===== src/rtl/result_display.sv =====
// ============================================================================
//  Module      : result_display
//  Description : Pages a captured 64-bit DES result across four active-low
//                seven-segment digits, four hex nibbles per page, MSB first.
//  Revision    : 1.0 - initial release
// ============================================================================
`default_nettype none

module result_display (
    input  logic        clk,
    input  logic        rst,
    input  logic [63:0] result,
    input  logic        resultValid,
    input  logic        nextButton,
    input  logic        prevButton,
    input  logic        clearButton,
    output logic [6:0]  seg3,
    output logic [6:0]  seg2,
    output logic [6:0]  seg1,
    output logic [6:0]  seg0,
    output logic [1:0]  page,
    output logic        hasResult,
    output logic [2:0]  S
);

    typedef enum logic [2:0] {
        ST_EMPTY       = 3'd0,
        ST_SHOW        = 3'd1,
        ST_NEXT_STEP   = 3'd2,
        ST_PREV_STEP   = 3'd3,
        ST_BUTTON_HELD = 3'd4,
        ST_CLEAR       = 3'd5
    } state_t;

    localparam logic [6:0] c_DASH = 7'b0111111;

    state_t      r_state;
    logic [63:0] r_stored;
    logic [1:0]  r_page;

    logic        w_any_pressed;
    logic        w_has_result;
    logic [15:0] w_slice;

    assign w_any_pressed = ~nextButton | ~prevButton | ~clearButton;

    // Capture outranks every button and every state, so it is tested first.
    always_ff @(posedge clk) begin
        if (rst) begin
            r_stored <= 64'd0;
            r_page   <= 2'd0;
            r_state  <= ST_EMPTY;
        end else if (resultValid) begin
            r_stored <= result;
            r_page   <= 2'd0;
            r_state  <= ST_BUTTON_HELD;
        end else begin
            case (r_state)
                ST_EMPTY: begin
                    r_state <= ST_EMPTY;
                end
                ST_SHOW: begin
                    if (!clearButton) begin
                        r_state <= ST_CLEAR;
                    end else if (!nextButton) begin
                        r_state <= ST_NEXT_STEP;
                    end else if (!prevButton) begin
                        r_state <= ST_PREV_STEP;
                    end else begin
                        r_state <= ST_SHOW;
                    end
                end
                ST_NEXT_STEP: begin
                    r_page  <= r_page + 2'd1;
                    r_state <= ST_BUTTON_HELD;
                end
                ST_PREV_STEP: begin
                    r_page  <= r_page - 2'd1;
                    r_state <= ST_BUTTON_HELD;
                end
                ST_BUTTON_HELD: begin
                    // Waiting for a full release makes one press equal one page.
                    if (w_any_pressed) begin
                        r_state <= ST_BUTTON_HELD;
                    end else begin
                        r_state <= ST_SHOW;
                    end
                end
                ST_CLEAR: begin
                    r_stored <= 64'd0;
                    r_page   <= 2'd0;
                    r_state  <= ST_EMPTY;
                end
                default: begin
                    r_state <= ST_EMPTY;
                end
            endcase
        end
    end

    always_comb begin
        w_has_result = 1'b0;
        case (r_state)
            ST_SHOW, ST_NEXT_STEP, ST_PREV_STEP,
            ST_BUTTON_HELD, ST_CLEAR: w_has_result = 1'b1;
            default:                  w_has_result = 1'b0;
        endcase
    end

    always_comb begin
        w_slice = r_stored[63:48];
        case (r_page)
            2'd0:    w_slice = r_stored[63:48];
            2'd1:    w_slice = r_stored[47:32];
            2'd2:    w_slice = r_stored[31:16];
            default: w_slice = r_stored[15:0];
        endcase
    end

    // Active-low glyphs, bit order {g,f,e,d,c,b,a}.
    function automatic logic [6:0] hex7(input logic [3:0] nib);
        logic [6:0] seg;
        case (nib)
            4'h0:    seg = 7'b1000000;
            4'h1:    seg = 7'b1111001;
            4'h2:    seg = 7'b0100100;
            4'h3:    seg = 7'b0110000;
            4'h4:    seg = 7'b0011001;
            4'h5:    seg = 7'b0010010;
            4'h6:    seg = 7'b0000010;
            4'h7:    seg = 7'b1111000;
            4'h8:    seg = 7'b0000000;
            4'h9:    seg = 7'b0010000;
            4'hA:    seg = 7'b0001000;
            4'hB:    seg = 7'b0000011;
            4'hC:    seg = 7'b1000110;
            4'hD:    seg = 7'b0100001;
            4'hE:    seg = 7'b0000110;
            default: seg = 7'b0001110;
        endcase
        return seg;
    endfunction

    assign seg3      = w_has_result ? hex7(w_slice[15:12]) : c_DASH;
    assign seg2      = w_has_result ? hex7(w_slice[11:8])  : c_DASH;
    assign seg1      = w_has_result ? hex7(w_slice[7:4])   : c_DASH;
    assign seg0      = w_has_result ? hex7(w_slice[3:0])   : c_DASH;
    assign page      = r_page;
    assign hasResult = w_has_result;
    assign S         = r_state;

endmodule

`default_nettype wire


===== config.mk =====
export PLATFORM = sky130hd
export DESIGN_NAME = result_display
export DESIGN_NICKNAME = d
export VERILOG_FILES = /design/src/rtl/result_display.sv
export SDC_FILE = /design/constraint.sdc
export NUM_CORES = 1
export LEC_CHECK = 0
export BUFFER_PORTS_ARGS = -buffer_cell sky130_fd_sc_hd__buf_2
export CAP_MARGIN = 10
export CORE_MARGIN = 1.5
export CORE_UTILIZATION = 25
export CTS_CLUSTER_SIZE = 25
export DETAILED_ROUTE_END_ITERATION = 10
export PLACE_DENSITY = 0.55
export SLEW_MARGIN = 20
export SYNTH_ARGS = -nofsm -noshare
export SYNTH_HDL_FRONTEND = slang
export SYNTH_SLANG_ARGS = --single-unit

===== constraint.sdc =====
create_clock -name clk -period 4.35 [get_ports clk]
set_clock_uncertainty 0.15 [all_clocks]
set_input_delay 0.435 -clock clk [delete_from_list [all_inputs] [get_ports clk]]
set_output_delay 0.435 -clock clk [all_outputs]
set_load 0.01 [all_outputs]

### Yosys cells after proc, flatten, opt, wreduce, memory -nomap -nowiden

Memory sizes are Yosys's and may differ from the RTL's.
Index checks and enable logic that the tools add are counted.

* reduce and logical (&&, ||, !) cells: 6
* mux-type cells: 15
* bitwise operators: 5
* equal/unequal tests: 7
* $add $sub $neg: 2

Operators by type and width (count)
* two-way mux 64 bit: 2
* case mux 16 bit (3 select lines): 1
* two-way mux 7 bit: 4
* two-way mux 3 bit: 3
* case mux 3 bit (3 select lines): 1
* equality test 3 x 2 -> 1 bit, second input constant: 2
* equality test 3 bit, second input constant: 2
* case mux 2 bit (3 select lines): 1
* OR reduction 5 bit: 1
* two-way mux 2 bit: 2
* OR reduction 2 bit: 2
* equality test 3 x 1 -> 1 bit, second input constant: 1
* inverter 1 bit: 3
* nonzero test 3 bit: 1
* adder 2 x 1 -> 2 bit, second input constant: 1
* equality test 2 x 1 -> 1 bit, second input constant: 1
* equality test 2 bit, second input constant: 1
* zero test 2 bit: 1
* bitwise OR 1 bit: 2
* nonzero test 2 bit: 1
* subtractor 2 x 1 -> 2 bit, second input constant: 1
* two-way mux 1 bit: 1

* bits in registers: 69
* input port bits: 70
* memories kept: 4
* output and inout port bits: 34
* memory bits (read-only): 448

Memories
* (no name shown): depth 16, bits a word 7, read ports 1, clocked after Yosys merged registers in 0, wr ports 0, line 123 `case (nib)`
* (no name shown): depth 16, bits a word 7, read ports 1, clocked after Yosys merged registers in 0, wr ports 0, line 123
* (no name shown): depth 16, bits a word 7, read ports 1, clocked after Yosys merged registers in 0, wr ports 0, line 123
* (no name shown): depth 16, bits a word 7, read ports 1, clocked after Yosys merged registers in 0, wr ports 0, line 123

### Depth between registers and ports, before layout

* word-level depth: 6
* gate-level depth with buffers: 13

### Worst setup path after synthesis

No wires, ideal clock.

* kind: register to output
* start point: reg r_page[0], in the netlist page[0]
* end point: out seg2[0]
* cell stages (with the launch flop): 13
* required time: 3765 ps
* data arrival time: 2466 ps
* buffers on the path: 2
* setup slack: 1299 ps
* cell sequence: dfxtp_1 -> inv_1 -> ha_1 -> clkbuf_2 -> buf_2 -> a22oi_1 -> nand2_1 -> mux2i_1 -> inv_1 -> ha_1 -> or3_1 -> o221ai_1 -> nand2_1

* word-level cells in the longest chain between the ends: 4

RTL lines
* from (decl): line 39 `logic [1:0] r_page;`
* from (signal assigned): line 74 `r_page <= r_page + 2'd1;`
* from (signal assigned): line 78 `r_page <= r_page - 2'd1;`
* equality test 2 bit (tied with other cells): line 112 `case (r_page)`
* case mux 16 bit (3 select lines) (*): line 112
* memory read (16 x 7 bit) (*)
* two-way mux 7 bit (*): line 145 `assign seg2 = w_has_result ? hex7(w_slice[11:8]) : c_DASH;`
* to (decl): line 18 `output logic [6:0] seg2,`

Every way passes the cells marked *; elsewhere a longest branch is shown, timed or not.

### Worst setup path in the final report

* start point: reg r_page[0], in the netlist page[0]
* end point: out seg0[3]

* word-level cells in the longest chain between the ends: 4

RTL lines
* equality test 2 bit (tied with other cells): line 112
* case mux 16 bit (3 select lines) (*): line 112
* memory read (16 x 7 bit) (*)
* two-way mux 7 bit (*): line 147 `assign seg0 = w_has_result ? hex7(w_slice[3:0]) : c_DASH;`
* to (decl): line 20 `output logic [6:0] seg0,`

Marks and branches as above.

==> impl_metrics.ini <==
[outcome]
run_status = finished, final reports clean

[timing]
max-slew-margin-rel = 0.359
timing.final.hold_violations = 0
rsz0062_at_grt = no
timing.final.ws_setup_ns = 0.508
drv_slew = 0
setup-violations-final = 0
worst_pin_slew_ns = 0.961
period_needed_ns = 3.84
final.setup.tns_ns = 0
highest_clock_frequency_the_design_can_meet_ghz = 0.260
post-route-period-util = 0.883

[synthesis]
yosys-mux-area-fraction = 0.0511
synth_fp_nets = 565
synth.area.top_cells = dfxtp_1, a22oi_1, ha_1, nor2_1, mux2i_1
synth_warnings = 0
count_of_distinct_cell_types_in_the_synthesized_netlist = 48
synth_xor_xnor_area_share = 0.00662
syn_avg_cell_area_sq_um = 8.57
synthTopCellsByCount = nor2_1, dfxtp_1, a22oi_1, ha_1, nand2_1
synth_top_area_cell = dfxtp_1
yosys.area_share.adder = 0.101
synth_ff_type = dfxtp_1
synthArstFlopShare = 0
synth_top_area_share = 0.348
ys_seq_area_frac = 0.348
synth.ff_latch_count = 69
synth_compound_gate_area_share = 0.284
synthSimpleGateAreaFrac = 0.136
main_combinational_cell_family_by_area_after_synthesis = compound AO/OA/AOI/OAI gates
number_of_flops_mapped_to_enable_cells_by_yosys = 0
synthMostInstantiatedCell = nor2_1
synth.cell_area_sq_mm = 0.00397
synth_cells = 463

[final_layout]
area_delta_synth_final_pct = 23.8
fraction_of_layout_cells_with_a_size_suffix_above_1 = 0.248
post_layout_nonfiller_instances = 760
finish.instance_area_sq_mm = 0.00491
num-fill-cells = 1652
number_of_nets_in_the_layout = 646
antenna_cells = 0

[clocking]
hold_buffers = 0
clk_path_buf_depth = 2
tritoncts = built
cts_post_setup_buffers_inserted = 0
post_cts_resize_count = 0
tritoncts_num_sinks = 69
clk_root_buffer_cell = clkbuf_16
cts.htree.levels = 3
clk_latency_ns = 0.32
cts.reportedPaths.clkPinSlew_ns = 0.05
cts_made_buffers = 9

[floorplanning]
ios = 104
initial_utilization = 0.258
fp.coreArea_sq_mm = 0.0154
design.die.area_sq_mm = 0.0166
dieWidth_microns = 129
fp-row-count = 45
die_h_microns = 129

[power_and_ir_drop]
p_int_w = 0.00131
p_sw_frac = 0.254
combPwrFrac = 0.158
net_switching_power_w = 0.000446
power_per_cell_area_mw_per_mm2 = 358
peakVddDrop_v = 0.000142
power.share.clock = 0.450
static-leakage-power_nw = 2.13
sequential_share_of_power = 0.392

[worst_setup_path]
critical_path_peak_fanout = 16
critPathSlowestCell = ha_1
crit_path_frequent_cell = ha_1
startpoint_type_of_the_worst_setup_path = flop
r2r_setup_slack_ns = 2.18
worst_r2r_path_depth = 5
timing.critical_path.cells = ha_1 -> a222oi_1 -> a21oi_1 -> inv_2 -> ha_1 -> nor2_1 -> a2111oi_0 -> a41oi_1 -> buf_2
critPathKind = flop to primary output
crit_path_max_incr_delay_ns = 0.58
critPathArrivalTime_ns = 3.26
crit-reg2reg-capture = r_stored[25]$_SDFFE_PP0P_
critical_path.endpoint_type = primary output
critical_path.reg2reg.startpoint = S[1]$_SDFF_PP0_
data_required_time_at_the_worst_endpoint_ns = 3.76

[routing]
detailedRoute.firstPassIterationCount = 7
wl_microns = 12000
wl_per_cell_microns = 15.8
postRouteAntennaNets = 0
detail_route.drc_violations = 0
post_drt_via_cell_ratio = 5.03
dr.first_iter.drc_count = 318
detailroute.via_count = 3824

[global_routing]
global_route.overflow_total = 0
first_pass_grt_wire_length_microns = 18500
antenna_violations_before_repair = 0
grt_pass1_vias = 3443
grt_start_max_net_pins = 69
track_usage = 0.143

[placed_design]
place.detailed.instances = 744
count_of_port_buffers_added_during_placement = 103
post-place-ws_ns = 0.881
place.gp.congestion = 0.853
post-dp-hpwl_microns = 8650
post_dp_cell_area_sq_mm = 0.00459

[hold_path]
worstHoldPathType = input port to flop
holdPathEnd = S[1]$_SDFF_PP0_
min_path_cells = 2
source_of_the_worst_hold_timing_path = prevButton

[flow_run]
drv_cap = 0
## metrics by stage
step | total power (W) | utilization | hold slack [ns]
finish | 0.00176 | 0.320 | 0.191
global route | 0.00184 | 0.320 | 0.196
CTS | 0.00177 | 0.320 | 0.176
detailed placement | 0.000978 | 0.298 | 0.335
global placement | 0.000972 | 0.298 | 0.328
floorplan | 0.000875 | - | 0.314
## critical path, delay by kind of cell, from the launching register on
family                   cells  cell delay [ns]
AND/OR/NAND/NOR              1             0.05
buffers and inverters        2             0.35
flip-flops                   1             0.42
adder cells (fa/ha/maj)      2             0.91
AO/OA/AOI/OAI                4             1.20
## sequential cells by signal (all words and copies together), names as in the netlist
| name | count |
|---|---|
| r_stored | 64 |
| S | 3 |
| page | 2 |
## area by class of cell
cell class | instances | area, sq um | area share
multi-input combinational | 334 | 2310 | 0.470
tap | 211 | 264 | 0.0537
inverter | 23 | 86.3 | 0.0176
timing repair buffer | 107 | 546 | 0.111
clock buffer | 12 | 256 | 0.0522
clock inverter | 4 | 70.1 | 0.0143
sequential | 69 | 1380 | 0.281
## how the worst max path moves through the flow
stage,from,to,depth (start not counted)
after floorplan,page[0]$_SDFFE_PP0P_,seg2[0],12
after global placement,page[0]$_SDFFE_PP0P_,seg0[3],9
after detailed placement,page[0]$_SDFFE_PP0P_,seg0[3],9
after CTS,page[0]$_SDFFE_PP0P_,seg0[3],9
after global routing,page[1]$_SDFFE_PP0P_,seg0[3],10
final,page[0]$_SDFFE_PP0P_,seg0[3],9
## layout by cell type, fill, tap and decap left out, types with 9 or more instances in the layout
cell type,count
a21oi_1,19
o221ai_1,10
a222oi_1,13
dfxtp_1,69
inv_1,20
nor2_1,84
mux2i_1,14
a22oi_1,67
buf_2,103
clkbuf_16,9
nand2_1,22
ha_1,32
## layer usage
metal  part of all wire  vias up  global-route usage
met5                  0        -                   0
met4              0.013        0              0.0403
met3              0.059       12              0.0374
met2               0.43      146               0.209
met1               0.50     1807               0.206
li1                   -     1859                   -
## logic make-up (layout without fill, tap and decap cells)
kind of cell             Yosys count  count (layout)
AO/OA/AOI/OAI                    150             150
AND/OR/NAND/NOR                  130             130
buffers and inverters             60             146
multiplexers                      19              19
flip-flops                        69              69
XOR/XNOR                           3               3
adder cells (fa/ha/maj)           32              32
## power groups by stage
stage / combinational [W] / clock [W] / sequential (W)
CTS: 0.000279 / 0.000807 / 0.000688
global placement: 0.000272 / 0 / 0.000701
finish: 0.000278 / 0.000791 / 0.000689
detailed placement: 0.000277 / 0 / 0.000701
global route: 0.000309 / 0.000839 / 0.000691
floorplan: 0.000183 / 0 / 0.000692
No activity file was read; power rests on OpenSTA's default activity.
